--- src/rtl/ps2_host_tx.sv ---
// PS/2 host-to-device transmitter: inhibit, start bit, 8 data bits LSB first, odd parity, stop, ACK.
// Optional watchdog enabled by defining PS2_TX_TIMEOUT_EN.
module ps2_host_tx #(
  parameter int INHIBIT_CYCLES = 5000,
  parameter int TIMEOUT_CYCLES = 750000
) (
  input  logic       clk,
  input  logic       clr,
  input  logic       ps2_clk_in,
  input  logic       ps2_data_in,
  output logic       ps2_clk_oe,
  output logic       ps2_data_oe,
  input  logic       send,
  input  logic [7:0] wdata,
  output logic       busy,
  output logic       done,
  output logic       err
);

  localparam int CW = ($clog2(INHIBIT_CYCLES + 1) < 2) ? 2 : $clog2(INHIBIT_CYCLES + 1);

  if (INHIBIT_CYCLES < 1 || TIMEOUT_CYCLES < 1) begin : g_param_chk
    $error("ps2_host_tx: INHIBIT_CYCLES and TIMEOUT_CYCLES must be >= 1");
  end

  typedef enum logic [2:0] {IDLE, INHIBIT, START, SEND, ACK, RECOVER} state_t;
  state_t state_q, state_d;

  logic          clk_s1_q, clk_s2_q, clk_prev_q, dat_s1_q, dat_s2_q;
  logic          fall, lines_hi, timeout;
  logic [7:0]    tx_q, tx_d;
  logic          par_q, par_d;
  logic [3:0]    bit_q, bit_d;
  logic [CW-1:0] cnt_q, cnt_d;
  logic          doe_q, doe_d;

  // Idle bus is high, so the synchronizers reset to 1 to avoid a false fall.
  always_ff @(posedge clk or posedge clr) begin
    if (clr) begin
      clk_s1_q   <= 1'b1;
      clk_s2_q   <= 1'b1;
      clk_prev_q <= 1'b1;
      dat_s1_q   <= 1'b1;
      dat_s2_q   <= 1'b1;
    end else begin
      clk_s1_q   <= ps2_clk_in;
      clk_s2_q   <= clk_s1_q;
      clk_prev_q <= clk_s2_q;
      dat_s1_q   <= ps2_data_in;
      dat_s2_q   <= dat_s1_q;
    end
  end

  assign fall     = clk_prev_q & ~clk_s2_q;
  assign lines_hi = clk_s2_q & dat_s2_q;

`ifdef PS2_TX_TIMEOUT_EN
  localparam int WW = $clog2(TIMEOUT_CYCLES + 1);
  logic [WW-1:0] wd_q, wd_d;
  logic          wd_act;

  // Counts cycles since START or the last device clock fall.
  assign wd_act  = (state_q == START) || (state_q == SEND) || (state_q == ACK);
  assign timeout = wd_act && !fall && (wd_q == WW'(TIMEOUT_CYCLES - 1));
  assign wd_d    = (wd_act && !fall) ? wd_q + 1'b1 : '0;

  always_ff @(posedge clk or posedge clr) begin
    if (clr) wd_q <= '0;
    else     wd_q <= wd_d;
  end
`else
  assign timeout = 1'b0;
`endif

  always_ff @(posedge clk or posedge clr) begin
    if (clr) state_q <= IDLE;
    else     state_q <= state_d;
  end

  always_comb begin
    state_d = state_q;
    case (state_q)
      IDLE:    if (send) state_d = INHIBIT;
      INHIBIT: if (cnt_q == CW'(INHIBIT_CYCLES - 1)) state_d = START;
      START:   state_d = SEND;
      SEND:    if (fall && bit_q == 4'd9) state_d = ACK;
      ACK:     if (fall) state_d = RECOVER;
      RECOVER: if (lines_hi && cnt_q == CW'(1)) state_d = IDLE;
      default: state_d = IDLE;
    endcase
    if (timeout) state_d = RECOVER;
  end

  always_comb begin
    ps2_clk_oe  = 1'b0;
    ps2_data_oe = 1'b0;
    busy        = (state_q != IDLE);
    done        = 1'b0;
    err         = timeout;
    case (state_q)
      INHIBIT: begin
        ps2_clk_oe  = 1'b1;
        ps2_data_oe = (cnt_q == CW'(INHIBIT_CYCLES - 1));
      end
      START:   ps2_data_oe = 1'b1;
      SEND:    ps2_data_oe = doe_q;
      ACK: if (fall) begin
        done = ~dat_s2_q;
        err  = dat_s2_q;
      end
      default: ;
    endcase
  end

  // Datapath: byte/parity latch, bit counter, inhibit/recover counter, data drive.
  always_comb begin
    tx_d  = tx_q;
    par_d = par_q;
    bit_d = bit_q;
    cnt_d = '0;
    doe_d = doe_q;
    case (state_q)
      IDLE: if (send) begin
        tx_d  = wdata;
        par_d = ~^wdata;
      end
      INHIBIT: cnt_d = cnt_q + 1'b1;
      START: begin
        bit_d = 4'd0;
        doe_d = 1'b1;
      end
      SEND: if (fall) begin
        bit_d = bit_q + 1'b1;
        if (bit_q < 4'd8)       doe_d = ~tx_q[bit_q[2:0]];
        else if (bit_q == 4'd8) doe_d = ~par_q;
        else                    doe_d = 1'b0;
      end
      RECOVER: cnt_d = lines_hi ? cnt_q + 1'b1 : '0;
      default: ;
    endcase
  end

  always_ff @(posedge clk or posedge clr) begin
    if (clr) begin
      tx_q  <= '0;
      par_q <= 1'b0;
      bit_q <= '0;
      cnt_q <= '0;
      doe_q <= 1'b0;
    end else begin
      tx_q  <= tx_d;
      par_q <= par_d;
      bit_q <= bit_d;
      cnt_q <= cnt_d;
      doe_q <= doe_d;
    end
  end

endmodule

--- config.mk ---
export PLATFORM = sky130hd
export DESIGN_NAME = ps2_host_tx
export DESIGN_NICKNAME = d
export VERILOG_FILES = /design/src/rtl/ps2_host_tx.sv
export SDC_FILE = /design/constraint.sdc
export NUM_CORES = 1
export LEC_CHECK = 0
export CAP_MARGIN = 10
export CORE_ASPECT_RATIO = 0.6
export CORE_MARGIN = 2
export CORE_UTILIZATION = 60
export CTS_CLUSTER_DIAMETER = 150
export DETAILED_ROUTE_END_ITERATION = 16
export GPL_ROUTABILITY_DRIVEN = 0
export HOLD_SLACK_MARGIN = 0.03
export PLACE_DENSITY = 0.87
export SLEW_MARGIN = 15
export SYNTH_ARGS = -nofsm -noshare
export SYNTH_HDL_FRONTEND = slang
export SYNTH_SLANG_ARGS = --single-unit
--- constraint.sdc ---
create_clock -name clk -period 4.1 [get_ports clk]
set_clock_uncertainty 0.1 [all_clocks]
set_input_delay 0.615 -clock clk [delete_from_list [all_inputs] [get_ports clk]]
set_output_delay 0.615 -clock clk [all_outputs]
set_load 0.02 [all_outputs]
# Yosys cells after proc, flatten, opt, wreduce, memory -nomap -nowiden
# Cells that the tools add are included.
op_classes:
  n_reduce_logical: 9
  n_mux: 22
  add_sub_neg: 2
  n_lt_le_gt_ge: 2
  n_eq_ne: 15
  bitwise: 6
ops:
  columns: ["operator", "n"]
  rows:
  - ["case mux 13 bit (2 select lines)", 1]
  - ["case mux 3 bit (6 select lines)", 1]
  - ["two-way mux 3 bit", 5]
  - ["adder 13 x 1 -> 13 bit (second input constant)", 1]
  - ["equality test 13 x 1 -> 1 bit (second input constant)", 1]
  - ["equality test 13 bit (second input constant)", 1]
  - ["two-way mux 13 bit", 1]
  - ["!= test 2 bit (second input constant)", 6]
  - ["two-way mux 1 bit", 9]
  - ["equality test 4 bit (second input constant)", 2]
  - ["case mux 4 bit (2 select lines)", 1]
  - ["XNOR reduction 8 bit", 1]
  - ["equality test 3 x 2 -> 1 bit (second input constant)", 2]
  - ["equality test 3 bit (second input constant)", 2]
  - ["AND reduction 5 bit", 1]
  - ["adder 4 x 1 -> 4 bit (second input constant)", 1]
  - ["< comparator 3 x 4 -> 1 bit (second input constant)", 1]
  - ["< comparator 4 bit (second input constant)", 1]
  - ["two-way mux 4 bit", 1]
  - ["inverter 1 bit", 4]
  - ["AND reduction 2 bit", 2]
  - ["binary-select mux 1 bit (select 3 bit)", 1]
  - ["equality test 3 x 1 -> 1 bit (second input constant)", 1]
  - ["zero test 3 bit", 1]
  - ["other kinds (6)", 8]
word_totals:
  input_bits: 13
  ff_bits: 35

# Logic depth before layout (Yosys ltp)
# Gate-level depths: netlist of the first run.
depth:
  depth_word: 6
  depth_mapped: 6
  mapped_depth_nobuf: 6

# Least setup slack after synthesis of the first run
# Ideal clock, no wire load.
synth_timing:
  kind: "flip-flop to output port"
  start: "register cnt_q[4]"
  end: "output port ps2_data_oe"
  t_required_ps: 3385
  slack_ps: 1692
  arrival_ps: 1693
  path_stages_with_launch: 5
  path_cell_list: "dfrtp_1 or4_4 nor4_2 a21oi_1 nor2_1"
synth_between:
  elab_chain_cells: 2
synth_lines:
  columns: ["element", "line_no", "source"]
  rows:
  - ["start, declared", "34", "logic [CW-1:0] cnt_q, cnt_d;"]
  - ["start signal, assigned", "154", "cnt_q <= cnt_d;"]
  - ["equality test 13 bit", "103", "ps2_data_oe = (cnt_q == CW'(INHIBIT_CYCLES - 1));"]
  - ["case mux 1 bit (3 select lines)", "100", "case (state_q)"]
  - ["end, declared", "12", "output logic ps2_data_oe,"]
# No other way between the ends.

# Worst setup path after layout of the first run
# Ends and elaborated chain as after synthesis.

==> results of run 1 <==
[synthesized netlist by cell type, drive strengths merged (2+ instances only)]
library cell   n  area share
dfrtp         30        0.40
nor2          20       0.042
xnor2         12       0.056
mux2          10       0.060
nand2          8       0.016
inv            6       0.012
nand3          6       0.016
xor2           6       0.028
and3           5       0.017
dfstp          5       0.070
ha             5       0.034
o21ai          5       0.013
nand4          4       0.013
a21o           3       0.013
a22o           3       0.014
buf            3       0.016
nor2b          3       0.010
a21boi         2      0.0081
and2b          2      0.0094
clkbuf         2      0.0040
mux4           2       0.024
nand3b         2      0.0081
nor3           2      0.0054
nor4           2       0.018
o31ai          2      0.0081
or3            2      0.0067
[sequential cells by signal, indices dropped and copies added, names as in the netlist, 3 cells and up]
name	cells
bit_q	4
cnt_q	13
tx_q	8
state_q	3
[final cells by class]
class	count	share of cell area
Multi-Input combinational cell	121	0.424
Timing Repair Buffer	18	0.0818
Tap cell	42	0.0242
Clock buffer	5	0.0317
Clock inverter	3	0.0219
Sequential cell	35	0.406
Inverter	6	0.0104
[critical path, cell delays in order, from the launching register on]
cell,delay [ps]
dfrtp_1,440
or4_4,590
nor4_2,410
a21oi_1,130
nor2_1,100
clkdlybuf4s50_1,610
[where the power goes]
part | total (mW) | switching, mW | internal (mW)
combinational | 0.161 | 0.0780 | 0.0832
sequential | 0.459 | 0.0611 | 0.398
clock | 0.319 | 0.135 | 0.184
[kinds of logic (layout without fill, tap and decap cells)]
logic type               after synthesis  after routing
AND/OR/NAND/NOR                       65             65
flip-flops                            35             35
AO/OA/AOI/OAI                         21             21
XOR/XNOR                              18             18
multiplexers                          12             12
buffers and inverters                 11             32
adder cells (fa/ha/maj)                5              5
[worst paths after layout]
path,from,to,depth (start not counted)
min in group asynchronous,clr,tx_q[6],3
setup / recovery,cnt_q[4],ps2_data_oe,5
hold / removal,dat_s1_q,dat_s2_q,0
setup reg to reg,cnt_q[1],state_q[2],6
max in group asynchronous,clr,clk_s2_q,3
hold reg to reg,dat_s1_q,dat_s2_q,0
[routing by layer]
| layer | wire (um) | vias up | track usage |
|---|---|---|---|
| met4 | 40 | 0 | 0.109 |
| met3 | 174 | 6 | 0.0635 |
| met5 | 0 | - | 0 |
| li1 | - | 628 | - |
| met2 | 1820 | 36 | 0.402 |
| met1 | 1860 | 669 | 0.327 |
==> run summary, run 1 <==
status -> finished clean
DIE WIDTH -> 76.0 um
worst min path class -> flop to flop
router iterations before antenna repair -> 4
Top-Level Pins -> 18
DR iter-0 viols -> 144
post-synthesis compound-gate area fraction -> 0.0859
number of setup buffers added after CTS -> 0
# fillers -> 200
Worst Path Max Fanout -> 6
Placeable Area -> 2910 um2
P_leak -> 0.917 nW
Post-layout nets -> 205
post-synthesis xor/xnor area fraction -> 0.0846
Post-Synth Adder-Cell Area -> 0.0336
dpl hpwl -> 2.75 mm
Clock Tree Root -> clkbuf_8
RSZ-0062 raised after global routing -> false
first-pass GRT wire length -> 6.43 mm
Syn Nets -> 185
fin area -> 2170 um2
Final Util -> 0.747
standard-cell rows -> 15
layout cell share with drive strength beyond 1 -> 0.213
pre-CTS WS -> 1140 ps
EDFF count, synth -> 0
yosys warns -> 0
asr flop ratio synth -> 1.00
sequential cell area -> 882 um2
CTS buffer count -> 5
commonest non-fill, non-tap cell in the layout -> dfrtp_1
cts hold-fix bufs -> 0
Worst Hold Slack -> 258 ps
vias in the first global route -> 1,295
Non-Filler Instances -> 230
Max-Slew Margin vs Limit -> 0.647
number of synthesized register bits -> 35
Least-Margin Pin Slew -> 529 ps
Critical Path RT -> 3380 ps
CTS tree -> built
Final ANT Viol Nets -> 0
Num Clock Sinks -> 35
synth unique cells -> 46
largest net degree at the start of global routing -> 36
chip height -> 47.2 um
vias per cell -> 5.82
Clock Latency Late Sink -> 290 ps
arrival time worst endpoint -> 2570 ps
Total Wirelength -> 3.90 mm
number of I/O port buffers -> 17
post-synthesis mux area share -> 0.0846
Max Transition Viols Final -> 0
final setup violation count -> 0
Top FF cell, synth -> dfrtp_1
DR DRC count -> 0
H-tree Lvls -> 2
Multi-input gate area -> 922 um2
critical path capture point type -> output port
Mapped Cells -> 167
ANT cells -> 0
Cells after DPL -> 222
Initial Util -> 0.641
gr usage total -> 0.246
average size of a mapped cell -> 11.2 um2
post-synthesis simple-gate area fraction -> 0.206
area delta synth->final -> 16.6%
Tcrit/Tclk final -> 0.801
via count -> 1,339
Crit Path Class -> flop to output port
post-CTS sizing -> 0
setup_tns -> 0 ps
Fmax -> 304 MHz
Clock Tree Buf Depth -> 2
Final Hold Violating Endpoints -> 0
setup slack, reg-to-reg -> 2050 ps
max_cap viols -> 0
fin crit period -> 3280 ps
sequential-to-total area share from yosys stat -> 0.473
Placed Instance Area -> 2060 um2
most frequent cells in the layout -> 30 x dfrtp_1, 19 x nor2_1, 17 x clkdlybuf4s50_1, 12 x xnor2_1, 10 x mux2_2
total grt overflow -> 0
die area -> 3580 um2
Pwr Density -> 432 nW/um2
wire per inst -> 16.9 um
setup ws final -> 815 ps
clock slew at reported path FFs -> 70 ps
largest family of logic cells by synthesized area -> simple AND/OR/NAND/NOR gates
initial antenna violation count -> 0
peak supply drop -> 0.000371 V
mapped cell area -> 1860 um2
startpoint type of the worst setup path -> flop
post-layout power -> 940 uW
(Power assumes the default switching activity.)
==> inputs of run 2 (changes only) <==
--- a/config.mk
+++ b/config.mk
@@ -8,12 +8,12 @@
 export CAP_MARGIN = 10
 export CORE_ASPECT_RATIO = 0.6
 export CORE_MARGIN = 2
-export CORE_UTILIZATION = 60
+export CORE_UTILIZATION = 56
 export CTS_CLUSTER_DIAMETER = 150
 export DETAILED_ROUTE_END_ITERATION = 16
 export GPL_ROUTABILITY_DRIVEN = 0
 export HOLD_SLACK_MARGIN = 0.03
-export PLACE_DENSITY = 0.87
+export PLACE_DENSITY = 0.82
 export SLEW_MARGIN = 15
 export SYNTH_ARGS = -nofsm -noshare
 export SYNTH_HDL_FRONTEND = slang
==> constraint.sdc (replaced) <==
create_clock -name clk -period 3.3 [get_ports clk]
set_clock_uncertainty 0.1 [all_clocks]
set_input_delay 0.495 -clock clk [delete_from_list [all_inputs] [get_ports clk]]
set_output_delay 0.495 -clock clk [all_outputs]
set_load 0.02 [all_outputs]
==> run summary, run 2 (same netlist as run 1, synthesis figures left out) <==
standard-cell rows -> 16 (+1)
max_cap viols -> 0 (unchanged)
router iterations before antenna repair -> 4 (unchanged)
number of setup buffers added after CTS -> 0 (unchanged)
H-tree Lvls -> 2 (unchanged)
RSZ-0062 raised after global routing -> false
biggest regs -> cnt_q: 13 flops, tx_q: 8 flops, bit_q: 4 flops
Clock Latency Late Sink -> 280 ps (about the same)
number of I/O port buffers -> 17 (unchanged)
P_leak -> 0.906 nW (-1.2%)
ANT cells -> 0 (unchanged)
final setup violation count -> 0 (unchanged)
Fmax -> 321 MHz
post-CTS sizing -> 0 (unchanged)
Final ANT Viol Nets -> 0 (unchanged)
gr usage total -> 0.210 (-0.0366)
max reg flops -> 13 (unchanged)
fin crit period -> 3120 ps
CTS buffer count -> 5 (unchanged)
Non-Filler Instances -> 233 (+1.3%)
arrival time worst endpoint -> 2520 ps (-50 ps)
DIE WIDTH -> 78.5 um (+3.3%)
dpl hpwl -> 2.61 mm (-5.1%)
layout cell share with drive strength beyond 1 -> 0.213 (unchanged)
worst min path class -> flop to flop
Crit Path Class -> flop to output port
chip height -> 48.7 um (+3.2%)
Least-Margin Pin Slew -> 494 ps (-34.6 ps)
vias per cell -> 5.52 (-5.2%)
initial antenna violation count -> 0 (unchanged)
first-pass GRT wire length -> 6.12 mm (-4.8%)
cts hold-fix bufs -> 0 (unchanged)
vias in the first global route -> 1,299 (+0.31%)
Total Wirelength -> 3.45 mm (-11%)
Num Clock Sinks -> 35 (unchanged)
crit-path max cell delay -> 600 ps (about the same)
Max Transition Viols Final -> 0 (unchanged)
Reg with most FFs -> cnt_q
Final Hold Violating Endpoints -> 0 (unchanged)
Max-Slew Margin vs Limit -> 0.670 (+0.0231)
Clock Tree Buf Depth -> 2 (unchanged)
critical path capture point type -> output port
startpoint type of the worst setup path -> flop
status -> finished clean
area delta synth->final -> 15.8%
DR iter-0 viols -> 31 (-78%)
CTS tree -> built
Worst Hold Slack -> 257 ps (-0.754 ps)
setup_tns -> 0 ps (unchanged)
clock slew at reported path FFs -> 70 ps (about the same)
Tcrit/Tclk final -> 0.945
largest net degree at the start of global routing -> 36 (unchanged)
slowest cell on the critical path -> clkdlybuf4s50_1
Placeable Area -> 3220 um2 (+11%)
commonest non-fill, non-tap cell in the layout -> dfrtp_1
most frequent cells in the layout -> 30 x dfrtp_1, 19 x nor2_1, 17 x clkdlybuf4s50_1, 12 x xnor2_1, 10 x mux2_2
peak supply drop -> 0.000391 V (+5.5%)
Clock Tree Root -> clkbuf_8
Initial Util -> 0.578 (-0.0624)
total grt overflow -> 0 (unchanged)
Cells after DPL -> 225 (+1.4%)
Worst Path Max Fanout -> 7 (+1)
Post-layout nets -> 205 (unchanged)
Pwr Density -> 503 nW/um2 (+16%)
via count -> 1,286 (-4.0%)
wire per inst -> 14.8 um (-13%)
die area -> 3820 um2 (+6.7%)
critical path, cell by cell -> or4_4 > nor4_2 > a21oi_1 > nor2_1 > clkdlybuf4s50_1
DR DRC count -> 0 (unchanged)
Top-Level Pins -> 18 (unchanged)
# fillers -> 230 (+15%)
Critical Path RT -> 2700 ps (-680 ps)
==> run 2: final timing paths <==
kind,startpoint,to,slack (ps),cells past startpoint
setup / recovery,cnt_q[3],ps2_data_oe,180,5
hold / removal,clk_s1_q,clk_s2_q,260,0
setup reg to reg,cnt_q[1],state_q[2],1260,6
hold reg to reg,clk_s1_q,clk_s2_q,260,0
max in group asynchronous,clr,dat_s2_q,2270,3
min in group asynchronous,clr,tx_q[7],510,3
==> run 2: power by group <==
group	switching [mW]	internal (mW)	leakage, nW	total (mW)
clock network	0.158	0.170	0.0474	0.328
logic	0.0915	0.103	0.423	0.195
registers	0.0689	0.495	0.435	0.564
==> run 2: final cells by class <==
class	instances	area [um2]	area share
multi-input combinational	121	922	0.427
sequential	35	882	0.408
timing repair buffer	18	178	0.0823
clock buffer	6	82.6	0.0382
tap	45	56.3	0.0261
inverter	6	22.5	0.0104
clock inverter	2	16.3	0.00753
==> run 2: routing by layer <==
| layer | GRT usage | share of wire |
|---|---|---|
| met1 | 0.316 | 0.52 |
| met2 | 0.293 | 0.43 |
| met3 | 0.0616 | 0.039 |
| met4 | 0.0643 | 0.014 |
| met5 | 0 | 0 |
==> run 2: critical path, delay by kind of cell (launching register included) <==
kind,cells,cell delay (ps)
AND/OR/NAND/NOR,3,1060
AO/OA/AOI/OAI,1,130
buffers and inverters,1,600
flip-flops,1,450
==> run 2: through the flow <==
step	utilization	power [mW]	area [um2]	setup slack, ps
6_report	0.670	1.09	2160	180
4_1_cts	0.670	1.09	2160	186
5_1_grt	0.670	1.15	2160	51.2
3_5_place_dp	0.639	0.766	2060	503
2_1_floorplan	-	0.697	1860	1010
3_3_place_gp	0.639	0.741	2060	540
==> inputs of run 3 (changes only) <==
--- a/config.mk
+++ b/config.mk
@@ -7,7 +7,6 @@
 export LEC_CHECK = 0
 export CAP_MARGIN = 10
 export CORE_ASPECT_RATIO = 0.6
-export CORE_MARGIN = 2
 export CORE_UTILIZATION = 56
 export CTS_CLUSTER_DIAMETER = 150
 export DETAILED_ROUTE_END_ITERATION = 16
==> run summary, run 3 (same netlist as run 1, synthesis figures left out) <==
Placeable Area -> 3020 um2 (-6.2%)
Placed Instance Area -> 2060 um2 (-0.18%)
Least-Margin Pin Slew -> 502 ps (+8.06 ps)
fin crit period -> 3130 ps (+10.4 ps)
DR DRC count -> 0 (unchanged)
first-pass GRT wire length -> 6.04 mm (-1.2%)
Max-Slew Margin vs Limit -> 0.665 (-0.00538)
clock slew at reported path FFs -> 70 ps (about the same)
standard-cell rows -> 15 (-1)
hold depth -> 0 (unchanged)
Crit Path Class -> flop to output port
vias per cell -> 5.70 (+3.2%)
max_cap viols -> 0 (unchanged)
CTS buffer count -> 5 (unchanged)
commonest non-fill, non-tap cell in the layout -> dfrtp_1
P_leak -> 0.906 nW (unchanged)
Tcrit/Tclk final -> 0.949 (+0.00314)
Post-layout nets -> 205 (unchanged)
startpoint type of the worst setup path -> flop
die area -> 3570 um2 (-6.6%)
Clock Tree Buf Depth -> 2 (unchanged)
Crit Reg-Reg Endpoint -> state_q[2]
setup_tns -> 0 ps (unchanged)
router iterations before antenna repair -> 4 (unchanged)
number of I/O port buffers -> 17 (unchanged)
top sig layer -> met4
Fmax -> 319 MHz (-0.33%)
final setup violation count -> 0 (unchanged)
Final ANT Viol Nets -> 0 (unchanged)
max reg flops -> 13 (unchanged)
Total Wirelength -> 3.65 mm (+5.9%)
DR iter-0 viols -> 88 (+180%)
R2R Path Start -> cnt_q[1]
critical path capture point type -> output port
gr usage total -> 0.235 (+0.0254)
DR WL met2 -> 1.74 mm (+18%)
post-CTS sizing -> 0 (unchanged)
Initial Util -> 0.617 (+0.0386)
RSZ-0062 raised after global routing -> false
Reg with most FFs -> cnt_q
Final Hold Violating Endpoints -> 0 (unchanged)
Critical Path RT -> 2700 ps (about the same)
met3 wire length -> 224 um (+66%)
cts hold-fix bufs -> 0 (unchanged)
setup slack, reg-to-reg -> 1280 ps (+20 ps)
worst min path class -> flop to flop
peak supply drop -> 0.000371 V (-5.3%)
wire per inst -> 15.9 um (+7.3%)
Num Clock Sinks -> 35 (unchanged)
ANT cells -> 0 (unchanged)
layout cell share with drive strength beyond 1 -> 0.213 (unchanged)
number of setup buffers added after CTS -> 0 (unchanged)
Worst R2R Path Depth -> 6 (unchanged)
CTS tree -> built
vias in the first global route -> 1,293 (-0.46%)
via count -> 1,310 (+1.9%)
# fillers -> 226 (-1.7%)
chip height -> 46.7 um (-4.1%)
Worst Path Max Fanout -> 7 (unchanged)
hold_sp -> dat_s1_q
most frequent cells in the layout -> 30 x dfrtp_1, 19 x nor2_1, 17 x clkdlybuf4s50_1, 12 x xnor2_1, 10 x mux2_2
slowest cell on the critical path -> clkdlybuf4s50_1
Max Transition Viols Final -> 0 (unchanged)
Top-Level Pins -> 18 (unchanged)
total grt overflow -> 0 (unchanged)
biggest regs -> cnt_q: 13 flops, tx_q: 8 flops, bit_q: 4 flops
dpl hpwl -> 2.63 mm (+0.52%)
arrival time worst endpoint -> 2540 ps (+20 ps)
crit-path max cell delay -> 610 ps (about the same)
wire length on met1 -> 1.66 mm (-7.1%)
status -> finished clean
initial antenna violation count -> 0 (unchanged)
Pwr Density -> 509 nW/um2 (+1.1%)
DIE WIDTH -> 76.5 um (-2.5%)
area delta synth->final -> 15.6%
Hold EP -> dat_s2_q
H-tree Lvls -> 2 (unchanged)
Clock Tree Root -> clkbuf_8
largest net degree at the start of global routing -> 36 (unchanged)
fin area -> 2160 um2 (-0.17%)
critical path, cell by cell -> or4_4 > nor4_2 > a21oi_1 > nor2_1 > clkdlybuf4s50_1
Clock Latency Late Sink -> 290 ps (about the same)
## run 3: cell counts in the layout (fill, tap and decap cells not counted)
No cell type changed its count.
## run 3: worst max-delay path by stage
stage | from | endpoint | cells after the start
after floorplan | cnt_q[4] | ps2_data_oe | 4
after global placement | cnt_q[4] | ps2_data_oe | 5
after detailed placement | cnt_q[4] | ps2_data_oe | 5
after CTS | cnt_q[3] | ps2_data_oe | 5
after global routing | cnt_q[3] | ps2_data_oe | 5
final | cnt_q[3] | ps2_data_oe | 5
## run 3: stage by stage
stage	worst slack, ps	hold slack (ps)	util	cells	total power [mW]
2_1_floorplan	1010	245	-	167	0.697
3_3_place_gp	543	246	0.681	222	0.742
3_5_place_dp	493	247	0.681	222	0.763
4_1_cts	157	258	0.713	230	1.11
5_1_grt	96.9	263	0.713	230	1.15
6_report	170	257	0.713	230	1.10
## run 3: routing by layer
layer / track usage / vias up
met2: 0.400 / 35
met4: 0.0808 / 0
met5: 0 / -
li1: - / 628
met1: 0.292 / 642
met3: 0.0772 / 5
## run 3: critical path, delay by kind of cell, from the launching register on
kind	cells	cell delay, ps
buffers and inverters	1	610
AO/OA/AOI/OAI	1	130
flip-flops	1	470
AND/OR/NAND/NOR	3	1050
## run 3: cell type report
| type | instances | area (um2) | share of cell area |
|---|---|---|---|
| clock buffer | 6 | 82.6 | 0.0383 |
| clock inverter | 2 | 16.3 | 0.00754 |
| inverter | 6 | 22.5 | 0.0104 |
| multi-input combinational | 121 | 922 | 0.428 |
| sequential | 35 | 882 | 0.409 |
| tap | 42 | 52.6 | 0.0244 |
| timing repair buffer | 18 | 178 | 0.0824 |
## run 3: power breakdown
part | switching [mW] | internal (mW) | total [mW]
Clock | 0.161 | 0.170 | 0.332
Combinational | 0.0971 | 0.102 | 0.199
Sequential | 0.0712 | 0.495 | 0.566
Total | 0.330 | 0.767 | 1.10
